### src/rtl/multicycle_ctrl_pkg.sv
// Shared encodings for the multicycle control FSM: states, opcodes and
// datapath mux select values.
package ctrl_pkg;

    typedef enum logic [3:0] {
        S_RESET     = 4'd0,
        S_FETCH     = 4'd1,
        S_DECODE    = 4'd2,
        S_MEM_ADDR  = 4'd3,
        S_MEM_RD    = 4'd4,
        S_MEM_WB    = 4'd5,
        S_MEM_WR    = 4'd6,
        S_R_EXEC    = 4'd7,
        S_R_WB      = 4'd8,
        S_BRANCH    = 4'd9,
        S_ADDI_EXEC = 4'd10,
        S_ADDI_WB   = 4'd11,
        S_JUMP      = 4'd12,
        S_ILLEGAL   = 4'd13
    } state_t;

    localparam logic [5:0] OP_RTYPE = 6'b000000;
    localparam logic [5:0] OP_LW    = 6'b100011;
    localparam logic [5:0] OP_SW    = 6'b101011;
    localparam logic [5:0] OP_BEQ   = 6'b000100;
    localparam logic [5:0] OP_ADDI  = 6'b001000;
    localparam logic [5:0] OP_J     = 6'b000010;

    localparam logic [1:0] SRCB_B      = 2'd0;
    localparam logic [1:0] SRCB_FOUR   = 2'd1;
    localparam logic [1:0] SRCB_IMM    = 2'd2;
    localparam logic [1:0] SRCB_IMM_SH = 2'd3;

    localparam logic [1:0] ALU_ADD   = 2'd0;
    localparam logic [1:0] ALU_SUB   = 2'd1;
    localparam logic [1:0] ALU_FUNCT = 2'd2;

    localparam logic [1:0] PC_ALU    = 2'd0;
    localparam logic [1:0] PC_ALUOUT = 2'd1;
    localparam logic [1:0] PC_JUMP   = 2'd2;

endpackage

### src/rtl/multicycle_ctrl.sv
// Main control FSM of the multicycle MIPS-subset core; sequences fetch,
// decode, execute, memory and writeback with a memory ready handshake.
module multicycle_ctrl
    import ctrl_pkg::*;
(
    input  logic       clk,
    input  logic       reset,
    input  logic [5:0] opcode,
    input  logic       zero,
    input  logic       mem_ready,
    output logic       write_ir,
    output logic       pc_write,
    output logic       pc_write_cond,
    output logic       i_or_d,
    output logic       mem_read,
    output logic       mem_write,
    output logic       mem_to_reg,
    output logic       reg_dst,
    output logic       reg_write,
    output logic       alu_src_a,
    output logic [1:0] alu_src_b,
    output logic [1:0] alu_op,
    output logic [1:0] pc_source,
    output logic       illegal_op,
    output logic [3:0] state_o
);

    state_t state;
    state_t state_nxt;

    // zero only qualifies pc_write_cond inside the datapath
    logic unused_zero;
    assign unused_zero = zero;

    always_ff @(posedge clk or posedge reset) begin
        if (reset) state <= S_RESET;
        else       state <= state_nxt;
    end

    always_comb begin
        state_nxt = state;
        case (state)
            S_RESET:  state_nxt = S_FETCH;
            S_FETCH:  if (mem_ready) state_nxt = S_DECODE;
            S_DECODE: begin
                unique case (1'b1)
                    (opcode == OP_LW),
                    (opcode == OP_SW):    state_nxt = S_MEM_ADDR;
                    (opcode == OP_RTYPE): state_nxt = S_R_EXEC;
                    (opcode == OP_BEQ):   state_nxt = S_BRANCH;
                    (opcode == OP_ADDI):  state_nxt = S_ADDI_EXEC;
                    (opcode == OP_J):     state_nxt = S_JUMP;
                    default:              state_nxt = S_ILLEGAL;
                endcase
            end
            S_MEM_ADDR:  state_nxt = (opcode == OP_SW) ? S_MEM_WR : S_MEM_RD;
            S_MEM_RD:    if (mem_ready) state_nxt = S_MEM_WB;
            S_MEM_WB:    state_nxt = S_FETCH;
            S_MEM_WR:    if (mem_ready) state_nxt = S_FETCH;
            S_R_EXEC:    state_nxt = S_R_WB;
            S_R_WB:      state_nxt = S_FETCH;
            S_BRANCH:    state_nxt = S_FETCH;
            S_ADDI_EXEC: state_nxt = S_ADDI_WB;
            S_ADDI_WB:   state_nxt = S_FETCH;
            S_JUMP:      state_nxt = S_FETCH;
            S_ILLEGAL:   state_nxt = S_ILLEGAL;
            default:     state_nxt = S_RESET;
        endcase
    end

    always_comb begin
        write_ir      = 1'b0;
        pc_write      = 1'b0;
        pc_write_cond = 1'b0;
        i_or_d        = 1'b0;
        mem_read      = 1'b0;
        mem_write     = 1'b0;
        mem_to_reg    = 1'b0;
        reg_dst       = 1'b0;
        reg_write     = 1'b0;
        alu_src_a     = 1'b0;
        alu_src_b     = SRCB_B;
        alu_op        = ALU_ADD;
        pc_source     = PC_ALU;
        illegal_op    = 1'b0;
        case (state)
            S_FETCH: begin
                mem_read  = 1'b1;
                alu_src_b = SRCB_FOUR;
                // IR load and PC+4 commit only when the fetch completes
                write_ir  = mem_ready;
                pc_write  = mem_ready;
            end
            S_DECODE: alu_src_b = SRCB_IMM_SH;
            S_MEM_ADDR, S_ADDI_EXEC: begin
                alu_src_a = 1'b1;
                alu_src_b = SRCB_IMM;
            end
            S_MEM_RD: begin
                mem_read = 1'b1;
                i_or_d   = 1'b1;
            end
            S_MEM_WB: begin
                reg_write  = 1'b1;
                mem_to_reg = 1'b1;
            end
            S_MEM_WR: begin
                mem_write = 1'b1;
                i_or_d    = 1'b1;
            end
            S_R_EXEC: begin
                alu_src_a = 1'b1;
                alu_op    = ALU_FUNCT;
            end
            S_R_WB: begin
                reg_write = 1'b1;
                reg_dst   = 1'b1;
            end
            S_BRANCH: begin
                alu_src_a     = 1'b1;
                alu_op        = ALU_SUB;
                pc_write_cond = 1'b1;
                pc_source     = PC_ALUOUT;
            end
            S_ADDI_WB: reg_write = 1'b1;
            S_JUMP: begin
                pc_write  = 1'b1;
                pc_source = PC_JUMP;
            end
            S_ILLEGAL: illegal_op = 1'b1;
            default: ;
        endcase
    end

    assign state_o = state;

endmodule

### config.mk
export PLATFORM = sky130hd
export DESIGN_NAME = multicycle_ctrl
export DESIGN_NICKNAME = d
export VERILOG_FILES = /design/src/rtl/multicycle_ctrl_pkg.sv /design/src/rtl/multicycle_ctrl.sv
export SDC_FILE = /design/constraint.sdc
export NUM_CORES = 1
export LEC_CHECK = 0
export ABC_AREA = 1
export CORE_ASPECT_RATIO = 1.1
export CORE_MARGIN = 2
export CORE_UTILIZATION = 31
export DETAILED_ROUTE_END_ITERATION = 10
export GPL_ROUTABILITY_DRIVEN = 0
export PLACE_DENSITY = 0.76
export SYNTH_ARGS = -nofsm -noshare
export SYNTH_HDL_FRONTEND = slang
export SYNTH_SLANG_ARGS = --single-unit
### constraint.sdc
create_clock -name clk -period 1.45 [get_ports clk]
set_clock_uncertainty 0.1 [all_clocks]
set_input_delay 0.2175 -clock clk [delete_from_list [all_inputs] [get_ports clk]]
set_output_delay 0.2175 -clock clk [all_outputs]
set_load 0.005 [all_outputs]
==> flow_summary_export.csv, run 1 <==
group,metric,value,unit
finish,largest_reg_flops,4,
detailed_routing,drc,0,
pwr,p_per_area,2250,nW/um2
finish,insertedDiodeCount,0,
sta,hold-worst-slack,0.0983,ns
worst_setup_path,crit_fanout,5,
synth,ys_ff_latch,4,
worst_setup_path,critPathArrivalTime,1.52,ns
pwr,p_leak,0.000754,uW
sta,min_period,1.84,ns
detailed_routing,num_vias,1085,
synth,ys_async_sr_fraction,1.00,
clocking,cts_inserted_buffers,3,
detailed_routing,wl_per_cell,22.0,um
detailed_routing,vias_per_cell,5.77,
detailed_routing,ant_nets,0,
job,cap_violations,0,
worst_setup_path,r2r_cells,10,
worst_setup_path,timing.rr.start,"state_o[0]$_DFFE_PP0P_",
status,status,"finished, violations left",
synth,yosys.area_share.simple,0.491,
worst_setup_path,worstSetupEndpointType,"primary output",
clocking,cts.path.max_buffers,2,
finish,drive_gt1_frac,0.626,
sta,slew_headroom,0.769,
synth,synth_top_family_by_area,"simple AND/OR/NAND/NOR gates",
placement,dpl_cell_area,1030,um2
clocking,clk_latency,0.28,ns
synth,synth_nets,104,
clocking,hold_buffers,0,
synth,synthMuxAreaShare,0,
global_routing,grt_pass1_vias,1062,
sta,fmax,0.545,GHz
global_routing,antenna_found_initial,0,
synth,ys.flop_type,"dfrtp_1",
worst_setup_path,worst_ep_required_time,1.13,ns
clocking,cts-root-buf,"clkbuf_4",
placement,dp_hpwl,1590,um
die,num_io_pins,31,
status,violations,"negative setup slack",
placement,io_buffers,29,
detailed_routing,drt-initial-drc-count,69,
clocking,h-tree-depth,1,
finish,syn2layout_area_growth,184,%
sta,setup_ws,-0.386,ns
synth,synth_fa_ha_area_frac,0,
sta,rsz0062_at_grt,"true",
min_path,hp-class,"input port to asynchronous set/reset pin",
die,die_height,46.7,um
synth,netlist_area,514,um2
worst_setup_path,startpoint_type,"flip-flop",
sta,worstMarginPinSlew,0.345,ns
global_routing,grt_max_degree,6,
die,die_x,42.8,um
sta,slew_viol_final,0,
global_routing,grt.overflow.total,0,
die,row_count,15,
sta,hold_viol_final,0,
global_routing,track_usage,0.381,
synth,synth_compound_area_frac,0.153,
worst_setup_path,rrSetupSlack,-0.29,ns
synth,synth_edf_count,0,
global_routing,grt_pass1_wl,5290,um
sta,post-route-period-util,1.27,
clocking,cts.clk_slew.worst_paths,0.06,ns
synth,yosysSeqAreaShare,0.195,
detailed_routing,detail_route.wirelength,4130,um
die,dieArea,2000,um2
worst_setup_path,r2r_end,"state_o[2]$_DFFE_PP0P_",
sta,tns,-5.17,ns
synth,syn_area_per_cell,5.47,um2
sta,setup_viol,21,
die,coreArea,1560,um2
worst_setup_path,critPathKind,"flip-flop to primary output",
finish,nets,183,
detailed_routing,drt_first_pass_iters,4,
synth,synth_xor_area_frac,0,
clocking,clock-sinks,4,
pwr,ir_drop,1620,uV
clocking,cts_tree,"built",
synth,yosysWarnings,0,
finish,final_area,1460,um2
synth,syn-instance-count,94,
die,initial_utilization,0.330,
synth,ys_types,22,
-- repair_timing --
item	in CTS	in global routing
buffers inserted	18	3
endpoints found under the setup margin	24	23
pin swaps	17	11
gates resized for setup	131	20
-- synth_stat cells, types with 2 or more instances --
| cell | count | area share |
|---|---|---|
| nand2_2 | 3 | 0.037 |
| dfrtp_1 | 4 | 0.19 |
| nand3b_1 | 2 | 0.029 |
| o21ai_0 | 4 | 0.039 |
| inv_1 | 12 | 0.088 |
| buf_4 | 2 | 0.029 |
| o211ai_1 | 2 | 0.029 |
| o21ai_1 | 2 | 0.019 |
| nor2_1 | 19 | 0.14 |
| inv_2 | 5 | 0.037 |
| nand2_1 | 21 | 0.15 |
| nor2_2 | 2 | 0.024 |
| nand3_1 | 7 | 0.068 |
-- cell type report --
type                            count  area (um2)
Clock buffer                        3        22.5
Multi-Input combinational cell     70         546
Inverter                           18        77.6
Sequential cell                     4         104
Fill cell                          49        98.8
Timing Repair Buffer               76         688
Tap cell                           17        21.3
-- cells by family after synthesis --
group / after synthesis
AO/OA/AOI/OAI: 13
flip-flops: 4
AND/OR/NAND/NOR: 57
buffers and inverters: 20
-- routing by layer --
layer / wire length, um / part of all wire / vias up / global-route usage
li1: - / - / 453 / -
met5: 0 / 0 / - / 0
met4: 298 / 0.072 / 0 / 0.206
met2: 2110 / 0.51 / 96 / 0.748
met1: 1410 / 0.34 / 498 / 0.380
met3: 313 / 0.076 / 38 / 0.0784
-- critical path, stage by stage, from the launching register on --
cell	delay, ns
dfrtp_2	0.47
buf_6	0.15
nand2_4	0.09
clkinv_1	0.07
nand2_1	0.12
inv_2	0.05
nor2_1	0.10
nand2_1	0.06
buf_2	0.13
-- power breakdown --
part           total [uW]  internal, uW  switching, uW
registers             260           173           86.8
logic                2840          1390           1450
clock network         186          95.7           90.7
-- worst max-delay path by stage --
stage / start / endpoint / slack, ns
floorplan: state_o[2]$_DFFE_PP0P_ / alu_op[0] / 0.04
global placement: state_o[3]$_DFFE_PP0P_ / pc_write / -0.33
detailed placement: state_o[3]$_DFFE_PP0P_ / pc_write / -0.41
CTS: state_o[3]$_DFFE_PP0P_ / reg_write / -0.25
global route: state_o[0]$_DFFE_PP0P_ / alu_src_a / -0.43
finish: state_o[0]$_DFFE_PP0P_ / alu_src_a / -0.39
-- cell usage in the layout (no fill, tap or decap), types with 2 or more instances in the layout --
master / count
inv_1: 9
o211ai_1: 2
nor2_4: 11
buf_2: 8
clkbuf_4: 3
dlygate4sd2_1: 2
nor2_2: 2
buf_6: 24
nor2_1: 8
clkdlybuf4s50_1: 8
nand3_1: 7
nand2_2: 2
o21ai_2: 2
clkbuf_2: 2
dfrtp_2: 3
dlymetal6s2s_1: 2
nand2_1: 17
clkdlybuf4s15_2: 2
inv_2: 6
nand2_8: 4
o21ai_1: 3
nand3b_1: 2
buf_4: 27
-- stage by stage --
step / power, uW / setup WS, ns / instances / util
after floorplan: 820 / 0.0351 / 94 / -
after global placement: 1690 / -0.334 / 167 / 0.660
after detailed placement: 1730 / -0.409 / 167 / 0.660
after CTS: 2760 / -0.249 / 186 / 0.892
after global routing: 3370 / -0.434 / 188 / 0.937
final: 3280 / -0.386 / 188 / 0.937
Note: power is estimated with default switching activity, not from simulation.
==> run 2: changes to the inputs <==
- CORE_UTILIZATION: 31 -> 32
- PLACE_DENSITY: 0.76 -> 0.78
==> run 2 against run 1 <==
Utilization shrank 1.7 points. The flow still finishes with violations (negative setup slack). Sequential cell count is the same. Routed wire length shrank 4.7%. Highest routed layer unchanged.
==> flow_summary_export.csv, run 2 (synthesis gave the netlist of run 1 again) <==
group,metric,value,unit
worst_setup_path,startpoint_type,"flip-flop",
detailed_routing,num_vias,1051,
pwr,p_per_area,2250,nW/um2
sta,min_period,1.81,ns
finish,final_area,1420,um2
status,status,"finished, violations left",
clocking,clock-sinks,4,
clocking,cts_inserted_buffers,3,
sta,hold_viol_final,0,
global_routing,grt_max_degree,6,
sta,worstMarginPinSlew,0.365,ns
status,violations,"negative setup slack",
worst_setup_path,critPathArrivalTime,1.49,ns
global_routing,grt_pass1_wl,4400,um
worst_setup_path,crit_start,"state_o[1]$_DFFE_PP0P_",
detailed_routing,drc,0,
detailed_routing,drt-initial-drc-count,81,
finish,drive_gt1_frac,0.676,
sta,hold-worst-slack,0.0962,ns
sta,setup_viol,22,
worst_setup_path,r2r_cells,10,
worst_setup_path,r2r_end,"state_o[2]$_DFFE_PP0P_",
global_routing,grt_pass1_vias,936,
pwr,ir_drop,1550,uV
clocking,cts_tree,"built",
die,die_x,42.2,um
min_path,hp-class,"input port to asynchronous set/reset pin",
finish,layout_commonest_cell,"buf_4",
clocking,h-tree-depth,1,
job,cap_violations,0,
pwr,p_leak,0.000764,uW
placement,io_buffers,29,
sta,setup_ws,-0.356,ns
die,dieArea,1940,um2
placement,dp_hpwl,1520,um
worst_setup_path,worst_ep_required_time,1.13,ns
detailed_routing,vias_per_cell,5.53,
finish,syn2layout_area_growth,175,%
finish,largest_reg_flops,4,
finish,nets,185,
sta,fmax,0.554,GHz
worst_setup_path,rrSetupSlack,-0.25,ns
finish,insertedDiodeCount,0,
sta,post-route-period-util,1.25,
detailed_routing,ant_nets,0,
detailed_routing,detail_route.wirelength,3940,um
sta,slew_headroom,0.756,
die,initial_utilization,0.334,
placement,place_ws,-0.364,ns
clocking,cts.path.max_buffers,2,
worst_setup_path,critPathKind,"flip-flop to primary output",
die,coreArea,1540,um2
sta,slew_viol_final,0,
clocking,hold_buffers,0,
global_routing,grt.overflow.total,0,
die,row_count,15,
worst_setup_path,critical_path.endpoint,"alu_src_a",
clocking,cts.clk_slew.worst_paths,0.05,ns
sta,rsz0062_at_grt,"true",
die,die_height,46.0,um
clocking,cts-root-buf,"clkbuf_4",
global_routing,antenna_found_initial,0,
detailed_routing,wl_per_cell,20.7,um
finish,final_cell_mix,"buf_4 (33), buf_6 (21), nand2_1 (15)",
die,num_io_pins,31,
worst_setup_path,worstSetupEndpointType,"primary output",
detailed_routing,drt_first_pass_iters,4,
clocking,clk_latency,0.25,ns
placement,dpl_cell_area,1030,um2
global_routing,track_usage,0.310,
worst_setup_path,timing.rr.start,"state_o[1]$_DFFE_PP0P_",
worst_setup_path,crit_fanout,4,
==> run 2: how the worst min path moves through the flow <==
stage	from	to	slack [ns]	cells past startpoint
2_1_floorplan	reset	state_o[0]$_DFFE_PP0P_	-0.12	1
3_3_place_gp	reset	state_o[0]$_DFFE_PP0P_	0.31	2
3_5_place_dp	reset	state_o[0]$_DFFE_PP0P_	0.32	2
4_1_cts	reset	state_o[3]$_DFFE_PP0P_	0.07	2
5_1_grt	reset	state_o[3]$_DFFE_PP0P_	0.12	2
6_report	reset	state_o[3]$_DFFE_PP0P_	0.1	2
==> run 2: layer usage <==
| layer | up-vias | share of wire | GRT usage |
|---|---|---|---|
| li1 | 457 | - | - |
| met1 | 480 | 0.36 | 0.318 |
| met2 | 90 | 0.52 | 0.585 |
| met3 | 24 | 0.068 | 0.0595 |
| met4 | 0 | 0.054 | 0.194 |
| met5 | - | 0 | 0 |
==> run 2: layout make-up <==
cell class              instances  area, um2
repair buffers                 78        674
multi-input cells              70        507
fillers                        62        124
flip-flops and latches          4        104
inverters                      18       86.3
clock buffers                   3       22.5
well taps                      17       21.3
==> run 2: through the flow <==
step                power, uW  cells  utilization  setup TNS [ns]
floorplan                 820     94            -               0
global placement         1720    167        0.668           -4.54
detailed placement       1750    167        0.668           -5.16
CTS                      2600    186        0.852           -2.64
global route             3280    190        0.920           -5.12
finish                   3190    190        0.920           -4.40
==> run 2: critical path, stage by stage (launching register included) <==
cell and delay, ns:
dfrtp_2 0.47, buf_6 0.15, nand2_4 0.09, clkinv_2 0.07, nand2_2 0.08, inv_2 0.07, nor2_2 0.11, nand2_1 0.07
buf_2 0.13
==> run 2: what timing repair did <==
action,in CTS,in global routing
cloned,0,0
buffers inserted,18,7
setup endpoints to repair,24,24
pin swaps,20,18
gates resized for setup,138,26
==> run 2: where the power goes <==
group          internal [uW]  switching [uW]
Sequential               173             105
Clock                   93.8            63.4
Combinational           1370            1380
Total                   1640            1550
==> run 3: changes to the inputs <==
- SKIP_CTS_REPAIR_TIMING: not set -> 1
==> run 3 against run 2 <==
The run still ends with negative setup slack left. Via count fell by 13%. Total power fell by 14%. Count of clock-buffer cells in the layout did not move. Sequential power fell by 9.7%. Routed wire length fell by 27%. Critical path type unchanged. Critical path depth fell by 2.
==> flow_summary_export.csv, run 3 (synthesis gave the netlist of run 1 again) <==
group,metric,value,unit
finish,largest_reg_flops,4,
global_routing,grt_pass1_vias,719,
worst_setup_path,worstSetupEndpointType,"primary output",
sta,hold_viol_final,0,
min_path,hp-class,"input port to asynchronous set/reset pin",
sta,worstMarginPinSlew,0.320,ns
pwr,p_leak,0.000743,uW
die,dieArea,1940,um2
finish,fin_cells,182,
sta,slew_viol_final,0,
finish,final_cell_mix,"buf_4 (27), nand2_1 (16), buf_6 (16)",
finish,multi_input_area,513,um2
clocking,h-tree-depth,1,
worst_setup_path,startpoint_type,"flip-flop",
finish,final_area,1330,um2
detailed_routing,ant_nets,0,
worst_setup_path,worst_ep_required_time,1.13,ns
finish,nets,177,
detailed_routing,num_vias,916,
finish,layout_commonest_cell,"buf_4",
detailed_routing,vias_per_cell,5.03,
job,cap_violations,0,
detailed_routing,drt_first_pass_iters,4,
pwr,p_seq_frac,0.091,
finish,drive_gt1_frac,0.624,
clocking,cts_inserted_buffers,3,
sta,post-route-period-util,1.26,
pwr,intPower,1410,uW
placement,dpl_cell_area,1030,um2
global_routing,grt_pass1_wl,2820,um
die,num_io_pins,31,
pwr,p_per_area,2070,nW/um2
global_routing,grt_max_degree,7,
worst_setup_path,critPathArrivalTime,1.51,ns
pwr,pwr-share-clk,0.054,
finish,syn2layout_area_growth,158,%
sta,min_period,1.83,ns
die,die_height,46.0,um
clocking,cts.clk_slew.worst_paths,0.04,ns
pwr,power_frac_comb,0.854,
finish,seq_area,104,um2
sta,setup_viol,21,
pwr,switching_share,0.486,
finish,fillers,89,
placement,dp_hpwl,1520,um
pwr,p_sw,1330,uW
detailed_routing,detail_route.wirelength,2890,um
sta,slew_headroom,0.786,
die,row_count,15,
status,violations,"negative setup slack",
detailed_routing,drc,0,
sta,rsz0062_at_grt,"true",
global_routing,track_usage,0.193,
clocking,clk_latency,0.24,ns
sta,fmax,0.548,GHz
global_routing,antenna_found_initial,0,
placement,io_buffers,29,
sta,setup_ws,-0.376,ns
clocking,clock-sinks,4,
clocking,cts-root-buf,"clkbuf_4",
die,initial_utilization,0.334,
detailed_routing,wl_per_cell,15.9,um
worst_setup_path,critPathKind,"flip-flop to primary output",
worst_setup_path,crit_fanout,4,
detailed_routing,drt-initial-drc-count,29,
placement,dp.cells,167,
global_routing,grt.overflow.total,0,
status,status,"finished, violations left",
die,die_x,42.2,um
finish,insertedDiodeCount,0,
die,coreArea,1540,um2
clocking,cts.path.max_buffers,2,
pwr,ir_drop,1400,uV
clocking,cts_tree,"built",
## run 3: changes by cell type in the layout (fill, tap and decap cells not counted), moves of 3 or more
cell	before	now
nand3_1	7	4
buf_6	21	16
nor2_2	6	2
buf_2	12	6
nand3_2	0	3
clkbuf_2	2	9
dlymetal6s2s_1	0	4
buf_4	33	27
## run 3: path summary, 6_finish.rpt
kind	from	end	slack (ns)	cells after the start
max in group asynchronous	reset	state_o[2]$_DFFE_PP0P_	0.99	2
min in group clk	state_o[2]$_DFFE_PP0P_	state_o[2]$_DFFE_PP0P_	0.62	3
worst min register to register	state_o[2]$_DFFE_PP0P_	state_o[2]$_DFFE_PP0P_	0.62	3
worst max register to register	state_o[2]$_DFFE_PP0P_	state_o[1]$_DFFE_PP0P_	-0.33	10
worst max-delay path	state_o[2]$_DFFE_PP0P_	pc_write_cond	-0.38	6
worst min-delay path	reset	state_o[3]$_DFFE_PP0P_	0.07	2
## run 3: cell type report
cell class,count,share of cell area
well taps,17,0.0160
repair buffers,70,0.443
flip-flops and latches,4,0.0782
inverters,18,0.0603
clock buffers,3,0.0169
multi-input cells,70,0.386
## run 3: through the flow
step / setup WS (ns) / hold slack [ns] / utilization / power, uW / TNS, ns
global placement: -0.316 / 0.313 / 0.668 / 1720 / -4.54
detailed placement: -0.364 / 0.317 / 0.668 / 1750 / -5.16
floorplan: 0.0351 / -0.116 / - / 820 / 0
global route: -0.410 / 0.103 / 0.863 / 2880 / -5.95
CTS: -0.624 / 0.0689 / 0.683 / 1900 / -9.76
finish: -0.376 / 0.0712 / 0.863 / 2740 / -5.05
## run 3: worst max-delay path, cell delays in order, from the launching register on
cell	delay, ns
dfrtp_2	0.42
buf_6	0.12
or2_4	0.25
buf_6	0.13
nor2_4	0.11
buf_4	0.12
clkbuf_2	0.11
## run 3: layer usage
| layer | up-vias | global-route usage | wire [um] |
|---|---|---|---|
| li1 | 440 | - | - |
| met1 | 433 | 0.209 | 1210 |
| met2 | 40 | 0.372 | 1550 |
| met3 | 3 | 0.0278 | 120 |
| met4 | 0 | 0.0875 | 20 |
| met5 | - | 0 | 0 |
## run 3: power groups by stage
stage          sequential [uW]  clock (uW)  combinational [uW]
6_report                   251         149                2340
5_1_grt                    259         159                2460
4_1_cts                    233         144                1520
3_5_place_dp               233           0                1510
3_3_place_gp               228           0                1490
2_1_floorplan              253           0                 567
